## config.mk

```make
export PLATFORM = sky130hd
export DESIGN_NAME = clock_divider_multi
export DESIGN_NICKNAME = d
export VERILOG_FILES = /design/src/rtl/clock_divider_multi.sv
export SDC_FILE = /design/constraint.sdc
export NUM_CORES = 1
export LEC_CHECK = 0
export CORE_UTILIZATION = 36
export CTS_CLUSTER_DIAMETER = 80
export CTS_CLUSTER_SIZE = 25
export DETAILED_ROUTE_END_ITERATION = 8
export GPL_ROUTABILITY_DRIVEN = 0
export PLACE_DENSITY_LB_ADDON = 0.08
export SETUP_SLACK_MARGIN = 0.05
export SLEW_MARGIN = 20
export SYNTH_ARGS = -nofsm -noshare
export SYNTH_HDL_FRONTEND = slang
export SYNTH_SLANG_ARGS = --single-unit
```

## constraint.sdc

```tcl
create_clock -name clock_in -period 6.4 [get_ports clock_in]
set_input_delay 0.64 -clock clock_in [delete_from_list [all_inputs] [get_ports clock_in]]
set_output_delay 0.64 -clock clock_in [all_outputs]
set_load 0.02 [all_outputs]
```

## src/rtl/clock_divider_multi.sv

```systemverilog
// clock_divider_multi
//   Multi-channel, runtime-programmable clock divider. Every channel has its own
//   counter, divisor and high-phase length, so period and duty cycle are set
//   independently per channel. New settings are posted through a valid/ready
//   port and only take effect at that channel's period boundary (or at once
//   while the channel is disabled), so a running output never glitches.
//
//   Optional feature: define CLKDIV_TICK_EN to add the per-channel tick output
//   (one-cycle pulse per period, usable as a clock enable on clock_in).
//
// Ports
//   clock_in   in   board clock, all logic on rising edge
//   reset      in   asynchronous, active-high reset
//   enable     in   [CHANNELS] per-channel run enable
//   cfg_valid  in   config request
//   cfg_ready  out  config accepted on cfg_valid && cfg_ready at a rising edge
//   cfg_chan   in   [CH_W] target channel (out-of-range: accepted, discarded)
//   cfg_div    in   [CNT_W] new period in clock_in cycles (clamped to >= 2)
//   cfg_high   in   [CNT_W] new high-phase length (clamped to <= period)
//   clock_out  out  [CHANNELS] divided outputs, registered
//   tick       out  [CHANNELS] wrap pulse, registered (CLKDIV_TICK_EN only)

module clock_divider_multi #(
  parameter int CHANNELS    = 2,
  parameter int CNT_W       = 16,
  parameter int DEFAULT_DIV = 10,
  localparam int CH_W       = (CHANNELS > 1) ? $clog2(CHANNELS) : 1
) (
  input  logic                clock_in,
  input  logic                reset,
  input  logic [CHANNELS-1:0] enable,
  input  logic                cfg_valid,
  output logic                cfg_ready,
  input  logic [CH_W-1:0]     cfg_chan,
  input  logic [CNT_W-1:0]    cfg_div,
  input  logic [CNT_W-1:0]    cfg_high,
  output logic [CHANNELS-1:0] clock_out
`ifdef CLKDIV_TICK_EN
  ,
  output logic [CHANNELS-1:0] tick
`endif
);

  localparam logic [CNT_W-1:0] DIV_RST  = CNT_W'(DEFAULT_DIV);
  localparam logic [CNT_W-1:0] HIGH_RST = CNT_W'(DEFAULT_DIV / 2);
  localparam logic [CNT_W-1:0] TWO      = CNT_W'(2);
  localparam logic [CNT_W-1:0] ONE      = CNT_W'(1);

  logic [CHANNELS-1:0] pend;
  logic [CNT_W-1:0]    san_div;
  logic [CNT_W-1:0]    san_high;

  // A period below 2 cannot produce both phases; a high phase longer than the
  // period is the same waveform as high == period (constant high).
  always_comb begin
    san_div  = (cfg_div < TWO) ? TWO : cfg_div;
    san_high = (cfg_high > san_div) ? san_div : cfg_high;
  end

  // Ready depends only on the addressed channel's pending flag; channels that
  // do not exist never match, so such requests see ready high and vanish.
  always_comb begin
    cfg_ready = 1'b1;
    for (int i = 0; i < CHANNELS; i++) begin
      if (cfg_chan == CH_W'(i)) cfg_ready = ~pend[i];
    end
  end

  for (genvar g = 0; g < CHANNELS; g++) begin : g_chan
    logic [CNT_W-1:0] cnt;
    logic [CNT_W-1:0] div;
    logic [CNT_W-1:0] high;
    logic [CNT_W-1:0] pend_div;
    logic [CNT_W-1:0] pend_high;
    logic             pend_q;
    logic             clk_q;
    logic             wrap;
    logic             accept;

    assign wrap   = (cnt == div - ONE);
    assign accept = cfg_valid && cfg_ready && (cfg_chan == CH_W'(g));

    always_ff @(posedge clock_in or posedge reset) begin
      if (reset) begin
        cnt       <= '0;
        div       <= DIV_RST;
        high      <= HIGH_RST;
        pend_div  <= DIV_RST;
        pend_high <= HIGH_RST;
        pend_q    <= 1'b0;
        clk_q     <= 1'b0;
      end else begin
        if (!enable[g]) begin
          // Idle channel: hold at phase 0 and take any pending setting now.
          cnt   <= '0;
          clk_q <= 1'b0;
          if (pend_q) begin
            div    <= pend_div;
            high   <= pend_high;
            pend_q <= 1'b0;
          end
        end else begin
          clk_q <= (cnt < high);
          if (wrap) begin
            cnt <= '0;
            if (pend_q) begin
              div    <= pend_div;
              high   <= pend_high;
              pend_q <= 1'b0;
            end
          end else begin
            cnt <= cnt + ONE;
          end
        end
        // Accept only happens while pend_q is clear, so it never collides
        // with an apply on this channel; a same-edge wrap uses the old values.
        if (accept) begin
          pend_q    <= 1'b1;
          pend_div  <= san_div;
          pend_high <= san_high;
        end
      end
    end

    assign clock_out[g] = clk_q;
    assign pend[g]      = pend_q;

`ifdef CLKDIV_TICK_EN
    logic tick_q;

    always_ff @(posedge clock_in or posedge reset) begin
      if (reset) begin
        tick_q <= 1'b0;
      end else begin
        tick_q <= enable[g] && wrap;
      end
    end

    assign tick[g] = tick_q;
`endif
  end

endmodule
```

==> qor.yml <==
setup_path:
  max_stage_delay_ns: 0.76
  r2r_slack_ns: 2.69
  r2r_end: "g_chan[0].div[0]$_DFFE_PP0P_"
  reg2reg_from: "g_chan[0].div[0]$_DFFE_PP0P_"
  path_cells: "clkdlybuf4s50_1, nor4_1, nand4_1, nor2b_1, ha_1, and4_1, nand2_1, nand3_1, o221a_2"
  reg2reg_depth: 10
  cp-start-kind: "primary input"
  cp.required_ns: 6.70
  cpMaxStageDelayCell: "nand3_1"
  arrival_ns: 4.34
  worstSetupEndpointType: "register"
  crit_type: "in -> reg"
  crit_fanout: 17
synthesis:
  synthCells: 1083
  synth.avg_cell_area_sq_um: 9.357
  ys_seq_area_frac: 0.4070
  synth.ff_latch_count: 164
  synthArstFlopShare: 1.000
  syn-cell-area_sq_mm: 0.01013
  syn-num-nets: 1171
  synth-simple-area-share: 0.1967
  synth_mux_area_frac: 0.04260
  synth-xor-area-share: 0.05704
  synth.largest_area_cell: "dfrtp_1"
  synth_top_family_by_area: "simple AND/OR/NAND/NOR gates"
  netlist_top_cells_area: "dfrtp_1, ha_1, nand2_1"
  synth.top_cell.area_share: 0.3655
  yosysWarnings: 0
  synth_compound_area_frac: 0.1750
  synth_edf_count: 0
  synth-adder-area-share: 0.06174
  ys.flop_type: "dfrtp_1"
  synth.distinct_cells: 62
floorplan:
  io_pins: 41
  start_util: 0.3658
  rows: 61
  die_x_microns: 169.8
  die_y_microns: 169.8
  die_area_sq_mm: 0.02882
  core_sq_mm: 0.02771
sta:
  tightest_slew_ns: 1.005
  period_minus_slack_ns: 4.033
  setup_viol: 0
  fmax_ghz: 0.2480
  grt_setup_unrepaired: "no"
  final.setup.tns_ns: 0
  skew_ns: 0.01289
  finalHoldViolations: 0
  report.final.slew_viol_count: 0
  fin_crit_sh: 0.6301
  slew_headroom: 0.3280
route:
  drt-total-wl_mm: 28.85
  drt-initial-drc-count: 473
  drtAntennaViolNets: 0
  detail_route.wl_per_cell_microns: 19.70
  vias: 8008
  via_per_inst: 5.470
  drc: 0
  firstDrtPassIters: 5
cts:
  numCtsBuffers: 17
  worstSkewPairLatency_ns: 0.43
  cts_hold_repair.buffers: 0
  cts_resized: 0
  root_buffer: "clkbuf_16"
  htree_levels: 4
  clkTransAtPathRegs_ns: 0.07
  cts_max_path_buffers: 2
  cts_tree: "yes"
  cts_setup_buffers: 0
  cts_sinks: 164
layout:
  area_delta_synth_final_pct: 11.56
  fillers: 2697
  nNetsFinal: 1161
  num_antenna_cells: 0
  post-route-util: 0.4080
  drive_above_1_share: 0.1206
global_routing:
  grt_pass1_vias: 7613
  gr-total-overflow: 0
  grt_max_degree: 111
  grt_usage: 0.2092
  grt_pass1_wl_mm: 45.67
  antenna_found_initial: 0
power:
  vdd_drop_max_mv: 0.1778
  internal-power_uw: 2234
  switching_share: 0.3466
  p_per_area_mw_per_mm2: 302.4
  power.leakage_uw: 0.004915
  p_seq_frac: 0.448
  power_frac_comb: 0.262
  power_frac_clock: 0.290
  p_sw_uw: 1185
min_path:
  min_path_type: "reg -> reg"
  min_from: "g_chan[1].pend_div[8]$_DFFE_PP0P_"
  worstHoldPathCells: 2
  worstHoldEndpoint: "g_chan[1].pend_div[8]$_DFFE_PP0P_"
placed_design:
  dpl.hpwl_mm: 20.10
  io_buffers: 40
outcome:
  status: "completed"
run:
  max_cap_violations: 0
[per-stage QoR]
step           hold slack [ns]  instances  setup WS, ns  instance area [sq um]  total power (uW)
4_1_cts                 0.4865       1464         2.403                  11300              3466
5_1_grt                 0.5098       1464         2.140                  11300              3648
2_1_floorplan           0.4444       1083         1.353                  10130              2186
3_5_place_dp            0.4683       1432         1.960                  10750              2459
6_report                0.4815       1464         2.367                  11300              3419
3_3_place_gp            0.4657       1432         1.973                  10750              2447
[worst max-delay path, delay by kind of cell]
family,cells,cell delay (ns)
AND/OR/NAND/NOR,6,2.17
buffers and inverters,1,0.62
AO/OA/AOI/OAI,1,0.56
adder cells (fa/ha/maj),1,0.34
[cell usage in the layout, fill, tap and decap left out, drive strengths merged, types with 5 or more instances in the layout]
cell	count
dfrtp	148
nand2	121
inv	80
o21ai	71
ha	50
nor2	47
nor3	45
xnor2	42
clkdlybuf4s50	39
mux2	33
nand3b	32
o31ai	31
o221a	30
a311o	30
nor4	29
and3	25
xor2	24
nand4	23
a21oi	20
a21o	19
clkbuf	19
nand3	18
dfstp	16
buf	10
nand2b	7
nor2b	7
o211ai	7
mux2i	6
a31oi	5
o21a	5
and2	5
[layout make-up]
class                           count  area (sq um)  share of cell area
Multi-Input combinational cell    769          5409              0.4785
Sequential cell                   164          4125              0.3649
Tap cell                          378         473.0             0.04184
Timing Repair Buffer               49         462.9             0.04095
Clock buffer                       19         442.9             0.03918
Inverter                           72         277.8             0.02457
Clock inverter                     13         113.9             0.01007
[worst max path at each step]
stage,from,end,slack (ns),cells past startpoint
final,cfg_div[14],g_chan[0].pend_high[12]$_DFFE_PP0P_,2.37,9
after global routing,cfg_div[14],g_chan[0].pend_high[9]$_DFFE_PP0P_,2.14,9
after CTS,cfg_div[14],g_chan[1].pend_high[3]$_DFFE_PP0P_,2.40,9
after detailed placement,cfg_div[14],g_chan[1].pend_high[5]$_DFFE_PP0P_,1.96,9
after global placement,cfg_div[14],g_chan[0].pend_high[10]$_DFFE_PP0P_,1.97,9
after floorplan,reset,g_chan[0].clk_q$_DFF_PP0_,1.35,1
[flip-flops by register name, summed over array words and instances (netlist names)]
signal and flops:
g_chan.high 32, g_chan.clk_q 2, g_chan.div 32, g_chan.pend_q 2, g_chan.pend_div 32, g_chan.cnt 32
g_chan.pend_high 32
[synth_stat cells (3+ instances only)]
| cell | instances |
|---|---|
| a211oi_1 | 4 |
| a21o_1 | 19 |
| a21oi_1 | 20 |
| a311o_1 | 30 |
| a31oi_1 | 5 |
| and2_1 | 5 |
| and3_1 | 25 |
| buf_2 | 8 |
| buf_4 | 3 |
| buf_6 | 3 |
| clkbuf_1 | 61 |
| dfrtp_1 | 148 |
| dfstp_2 | 16 |
| ha_1 | 50 |
| inv_1 | 72 |
| mux2_1 | 5 |
| mux2_2 | 28 |
| mux2i_1 | 6 |
| nand2_1 | 120 |
| nand2b_1 | 7 |
| nand3_1 | 18 |
| nand3b_1 | 32 |
| nand4_1 | 23 |
| nor2_1 | 47 |
| nor2b_1 | 7 |
| nor3_1 | 43 |
| nor4_1 | 26 |
| nor4_4 | 3 |
| o211ai_1 | 7 |
| o21a_1 | 5 |
| o21ai_0 | 70 |
| o221a_2 | 30 |
| o22ai_1 | 3 |
| o31ai_1 | 31 |
| or4_1 | 4 |
| xnor2_1 | 42 |
| xor2_1 | 24 |
[routing by layer]
layer,share of wire,global-route usage
met1,0.52,0.3209
met2,0.44,0.3095
met3,0.033,0.02868
met4,0.0081,0.04309
met5,0,0
[cells by family after synthesis]
kind of cell,count (synthesis)
compound gates,237
simple gates,377
fa+ha+maj,50
xor+xnor,66
flops,164
mux,39
buf+inv,150
[power by group through the flow]
stage | sequential (uW) | combinational (uW) | clock [uW]
6_report | 1530 | 897 | 990
2_1_floorplan | 1430 | 753 | 0
3_5_place_dp | 1560 | 901 | 0
5_1_grt | 1570 | 1020 | 1060
4_1_cts | 1540 | 903 | 1020
3_3_place_gp | 1550 | 892 | 0
No activity file was read; power rests on OpenSTA's default activity.
